--- src/rtl/regwr_arb_pkg.sv ---
// regwr_arb_pkg: shared types and widths for the register-file write arbiter.
`default_nettype none

package regwr_arb_pkg;

  localparam int REG_ADDR_W = 5;
  localparam int DATA_W     = 32;
  localparam int CNT_W      = 4;

  localparam logic [REG_ADDR_W-1:0] ZERO_REG = 5'd0;

  typedef enum logic [1:0] {
    ST_IDLE = 2'b00,
    ST_W0   = 2'b01,
    ST_W1   = 2'b10,
    ST_W1F  = 2'b11
  } wr_src_e;

endpackage

`default_nettype wire

--- src/rtl/regwr_starve_ctr.sv ---
// regwr_starve_ctr: saturating loss counter for the low-priority write requester.
`default_nettype none

module regwr_starve_ctr
  import regwr_arb_pkg::*;
#(
  parameter int LIMIT = 4
) (
  input  logic clk,
  input  logic rst_n,
  input  logic i_inc,
  input  logic i_clr,
  output logic o_sat
);

  localparam logic [CNT_W-1:0] c_LIMIT = CNT_W'(LIMIT);

  logic [CNT_W-1:0] r_cnt;

  always_ff @(posedge clk or negedge rst_n) begin
    if (!rst_n) begin
      r_cnt <= '0;
    end else if (i_clr) begin
      r_cnt <= '0;
    end else if (i_inc && (r_cnt != c_LIMIT)) begin
      r_cnt <= r_cnt + 1'b1;
    end
  end

  assign o_sat = (r_cnt == c_LIMIT);

endmodule

`default_nettype wire

--- src/rtl/regwr_arbiter.sv ---
// regwr_arbiter: two-requester arbiter onto a single register-file write port.
// Define REGWR_ARB_STARVE_EN to enable the Req1 anti-starvation counter.
`default_nettype none

module regwr_arbiter
  import regwr_arb_pkg::*;
#(
  parameter int STARVE_LIMIT = 4
) (
  input  logic                  Clk,
  input  logic                  Rst_n,
  input  logic                  Req0Valid,
  input  logic [REG_ADDR_W-1:0] Req0Reg,
  input  logic [DATA_W-1:0]     Req0Data,
  output logic                  Req0Ready,
  input  logic                  Req1Valid,
  input  logic [REG_ADDR_W-1:0] Req1Reg,
  input  logic [DATA_W-1:0]     Req1Data,
  output logic                  Req1Ready,
  output logic                  RegWriteEn,
  output logic [REG_ADDR_W-1:0] WriteReg,
  output logic [DATA_W-1:0]     WriteData,
  output logic [1:0]            WrSrc
);

  wr_src_e               r_state;
  wr_src_e               w_state_nxt;
  logic                  w_force;
  logic                  w_grant0;
  logic                  w_grant1;
  logic                  w_xfer;
  logic [REG_ADDR_W-1:0] w_sel_reg;
  logic [DATA_W-1:0]     w_sel_data;
  logic                  r_wen;
  logic [REG_ADDR_W-1:0] r_wreg;
  logic [DATA_W-1:0]     r_wdata;

`ifdef REGWR_ARB_STARVE_EN
  logic w_ctr_inc;
  logic w_ctr_clr;
  logic w_ctr_sat;

  assign w_ctr_inc = Req1Valid & w_grant0;
  assign w_ctr_clr = w_grant1 | ~Req1Valid;

  regwr_starve_ctr #(
    .LIMIT (STARVE_LIMIT)
  ) u_starve_ctr (
    .clk   (Clk),
    .rst_n (Rst_n),
    .i_inc (w_ctr_inc),
    .i_clr (w_ctr_clr),
    .o_sat (w_ctr_sat)
  );

  assign w_force = w_ctr_sat & Req1Valid;
`else
  logic w_unused_starve_cfg;

  assign w_unused_starve_cfg = (STARVE_LIMIT != 0);
  assign w_force             = 1'b0;
`endif

  always_ff @(posedge Clk or negedge Rst_n) begin
    if (!Rst_n) begin
      r_state <= ST_IDLE;
    end else begin
      r_state <= w_state_nxt;
    end
  end

  always_comb begin
    w_grant0    = 1'b0;
    w_grant1    = 1'b0;
    w_state_nxt = ST_IDLE;
    if (w_force) begin
      w_grant1    = 1'b1;
      w_state_nxt = ST_W1F;
    end else if (Req0Valid) begin
      w_grant0    = 1'b1;
      w_state_nxt = ST_W0;
    end else if (Req1Valid) begin
      w_grant1    = 1'b1;
      w_state_nxt = ST_W1;
    end
  end

  // Ready is masked by reset so neither requester sees an acceptance while held in reset.
  assign Req0Ready = w_grant0 & Rst_n;
  assign Req1Ready = w_grant1 & Rst_n;

  assign w_xfer     = w_grant0 | w_grant1;
  assign w_sel_reg  = w_grant1 ? Req1Reg  : Req0Reg;
  assign w_sel_data = w_grant1 ? Req1Data : Req0Data;

  always_ff @(posedge Clk or negedge Rst_n) begin
    if (!Rst_n) begin
      r_wen   <= 1'b0;
      r_wreg  <= '0;
      r_wdata <= '0;
    end else begin
      r_wen <= w_xfer && (w_sel_reg != ZERO_REG);
      if (w_xfer) begin
        r_wreg  <= w_sel_reg;
        r_wdata <= w_sel_data;
      end
    end
  end

  assign RegWriteEn = r_wen;
  assign WriteReg   = r_wreg;
  assign WriteData  = r_wdata;
  assign WrSrc      = r_state;

endmodule

`default_nettype wire

--- config.mk ---
export PLATFORM = sky130hd
export DESIGN_NAME = regwr_arbiter
export DESIGN_NICKNAME = d
export VERILOG_FILES = /design/src/rtl/regwr_arb_pkg.sv /design/src/rtl/regwr_starve_ctr.sv /design/src/rtl/regwr_arbiter.sv
export SDC_FILE = /design/constraint.sdc
export NUM_CORES = 1
export LEC_CHECK = 0
export BUFFER_PORTS_ARGS = -buffer_cell sky130_fd_sc_hd__buf_2
export CAP_MARGIN = 15
export CORE_MARGIN = 2
export CORE_UTILIZATION = 43
export CTS_BUF_LIST = sky130_fd_sc_hd__clkbuf_8
export CTS_CLUSTER_SIZE = 25
export DETAILED_ROUTE_END_ITERATION = 6
export PLACE_DENSITY_LB_ADDON = 0.05
export SLEW_MARGIN = 20
export SYNTH_ARGS = -nofsm -noshare
export SYNTH_HDL_FRONTEND = slang
export SYNTH_SLANG_ARGS = --single-unit
--- constraint.sdc ---
create_clock -name Clk -period 1.4 [get_ports Clk]
set_input_delay 0.14 -clock Clk [delete_from_list [all_inputs] [get_ports Clk]]
set_output_delay 0.14 -clock Clk [all_outputs]
set_load 0.005 [all_outputs]
==> qor_table.md <==
| Item | Value | Unit |
|:---|:---|:---|
| Run status | completed | - |
| Post-DR vias/cell | 4.827 | - |
| Required time worst endpoint | 1.26 | ns |
| Critical Path Start Type | primary input | - |
| TritonCTS clock tree | built | - |
| Count of distinct cell types in the synthesized netlist | 15 | - |
| Mean area per synthesized cell | 10.64 | um^2 |
| Commonest cells post-synth | dfrtp_1 (40), mux2i_1 (36), nand2_1 (36), o21ai_0 (36), clkbuf_1 (6) | - |
| Remaining antenna violation count after routing | 0 | - |
| Yosys Warn Count | 0 | - |
| Diode insertion count for antenna repair | 0 | - |
| Number of I/O port buffers | 119 | - |
| Max Freq | 0.8154 | GHz |
| Number of antenna violations at the first check in global routing | 0 | - |
| Ports placed on the boundary | 120 | - |
| DIE AREA | 4742 | um^2 |
| Post-detailed-route wirelength per cell | 12.35 | um |
| Synth Flop Type | dfrtp_1 | - |
| Final-report hold violation count | 0 | - |
| Library cell with the highest instance count after synthesis | dfrtp_1 | - |
| Placed Area | 2479 | um^2 |
| Post-route non-filler standard cell count | 341 | - |
| Core region area | 4029 | um^2 |
| Headroom to the max-slew limit | 80.07 | % |
| Total track usage | 18.50 | % |
| Net total in the final layout | 369 | - |
| Area of the multi-input gates | 749.5 | um^2 |
| Part of the Yosys area used for sequential elements | 55.33 | % |
| Max-slew violation count | 0 | - |
| Critical path's slowest cell | dlygate4sd3_1 | - |
| Synthesized netlist cell count | 170 | - |
| WL final | 4212 | um |
| Post-synth ARST share | 100.0 | % |
| Max clock buf depth | 2 | - |
| Final instance area | 2566 | um^2 |
| Routability cong. | 0.7315 | - |
| Post-synth top area cell | dfrtp_1 | - |
| Largest net degree at the start of global routing | 79 | - |
| Number of filler instances in the final layout | 365 | - |
| Number of global-route vias before repair | 1,414 | - |
| Global route overflow | 0 | - |
| 1st-iter DRT viols | 79 | - |
| Cells along the critical path | dlygate4sd3_1 > buf_2 > and2_1 > buf_2 | - |
| H-tree Lvls | 2 | - |
| Cell type with the highest occurrence count on the critical path | buf_2 | - |
| Setup violation total in the final timing report | 0 | - |
| Width of the die | 68.87 | um |
| Worst-case vdd ir drop | 0.0005871 | V |
| Worst-Skew Late Latency | 0.28 | ns |
| Static leakage | 1.407 | nW |
| Combined area of all synthesized cells | 1809 | um^2 |
| Sequential cell area | 1001 | um^2 |
| Number of flops mapped to enable cells by yosys | 0 | - |
| Initial Util | 44.91 | % |
| First-pass GRT wire length | 6410 | um |
| Vias after detailed routing | 1,646 | - |
| Critical setup path kind | in2out | - |
| Setup repair after global routing missed its margin | false | - |
| Critical path data arrival time | 1.09 | ns |
| Cell types occupying the most area after synthesis | dfrtp_1 (55%), mux2i_1 (20%), o21ai_0 (10%) | - |
| Sinks on Clock Net | 40 | - |
| Vertical extent of the die | 68.87 | um |
| Class of the tightest hold or removal check | in2reg | - |
| Number of remaining DRC errors | 0 | - |
| Area growth syn-to-layout | 41.84 | % |
| Fraction of layout instances using a drive strength above 1 | 45.70 | % |
| Worst Path Buf+Inv | 3 | - |
| Cts bufs inserted | 5 | - |
| Post CTS Setup Buffer Count | 0 | - |
| CP Capture Type | output port | - |
| Power Dens Cells | 964.6 | nW/um^2 |
| Number of flip-flops and latches in the synthesized netlist | 40 | - |
| Clock edge transition at the registers on the reported setup and hold paths | 0.07 | ns |
| Instance count after placement with tap cells included | 333 | - |
| Fin crit share | 87.60 | % |
| Worst-Margin Slew | 0.2989 | ns |
| Clk Tree Root Cell | clkbuf_8 | - |
| Drt first pass iters | 4 | - |
| Clk_skew | 0 | ns |
| Critical path's top delay family | buffers and inverters | - |
| Half-perimeter wire length after placement | 3191 | um |
| Net count after synthesis | 248 | - |
| Accumulated negative setup slack | 0 | ns |
| Rows | 23 | - |
| Critical path peak fanout | 4 | - |
| Area share of the largest cell type after synthesis | 55.33 | % |
| Min Clock Period, post-route | 1.226 | ns |
| Max-cap check violation count | 0 | - |
| Critical Path Max Stage Delay | 0.53 | ns |
==> power by group <==
group          internal (W)  total, W  switching [W]
logic              0.000258  0.000480       0.000222
clock network      0.000331  0.000690       0.000359
registers           0.00126   0.00131      0.0000471
==> cell usage in the layout, fill, tap and decap left out, drive strengths merged <==
cell type	netlist	final
dlygate4sd3	0	1
o21ai	36	36
inv	0	1
mux2	2	2
nor2b	1	1
clkbuf	6	5
or4	2	2
nand2	36	36
mux2i	36	36
o32ai	1	1
dfrtp	40	40
a21oi	1	1
and2	2	2
clkinv	0	1
buf	6	125
nor2	1	1
==> area by class of cell <==
class	instances	area share, %
clock buffer	5	2.682
clock inverter	2	0.3413
multi-input combinational	118	29.21
sequential	40	39.01
tap	50	2.438
timing repair buffer	126	26.33
==> timing repair <==
| item | 4_1_cts | 5_1_grt |
|---|---|---|
| hold endpoints to repair | 40 | 0 |
| resized for setup | 0 | 0 |
| hold buffers | 1 | 0 |
==> cells by family after synthesis <==
group | count (synthesis) | share of synthesized area [%]
AOI/OAI and AO/OA | 38 | 10.72
DFF | 40 | 55.33
muxes | 38 | 21.16
buffers and inverters | 12 | 3.250
and+or+nand+nor | 42 | 9.543
==> stage by stage <==
step	setup slack, ns	utilization [%]	hold WS [ns]	power [W]
finish	0.1737	63.70	0.05666	0.002475
floorplan	0.3560	-	-0.1556	0.001529
global placement	0.1911	61.52	0.1835	0.001808
detailed placement	0.1809	61.52	0.1799	0.001817
global route	0.1330	63.70	0.05002	0.002650
CTS	0.1675	63.70	0.04783	0.002519
==> registers in the layout, indices dropped and copies added, names as in the netlist <==
register and cells:
WriteReg 5, WrSrc 2, RegWriteEn 1, WriteData 32
==> path summary, 6_finish.rpt <==
path | start | cells after the start | slack [ns] | end
worst max-delay path | Rst_n | 4 | 0.17 | Req0Ready
worst max register to register | WriteReg[1] | 2 | 0.41 | WriteReg[1]
max in group asynchronous | Rst_n | 3 | 0.73 | WriteData[5]
min in group asynchronous | Rst_n | 3 | 0.40 | WriteReg[0]
worst min register to register | WriteData[29] | 2 | 0.56 | WriteData[29]
worst min-delay path | Req0Data[30] | 3 | 0.06 | WriteData[30]
==> per-layer routing <==
layer | track usage (%) | routed length, um | share of wire (%)
met3 | 7.143 | 459 | 11
met5 | 0 | 0 | 0
met1 | 23.33 | 1796 | 43
met2 | 29.33 | 1905 | 45
met4 | 5.882 | 51 | 1.2
==> worst min-delay path: cells and delay by family <==
family | cells | cell delay [ns]
buffers and inverters | 1 | 0.07
AOI/OAI and AO/OA | 1 | 0.05
and+or+nand+nor | 1 | 0.04
Power figures use the tool's default switching activity.
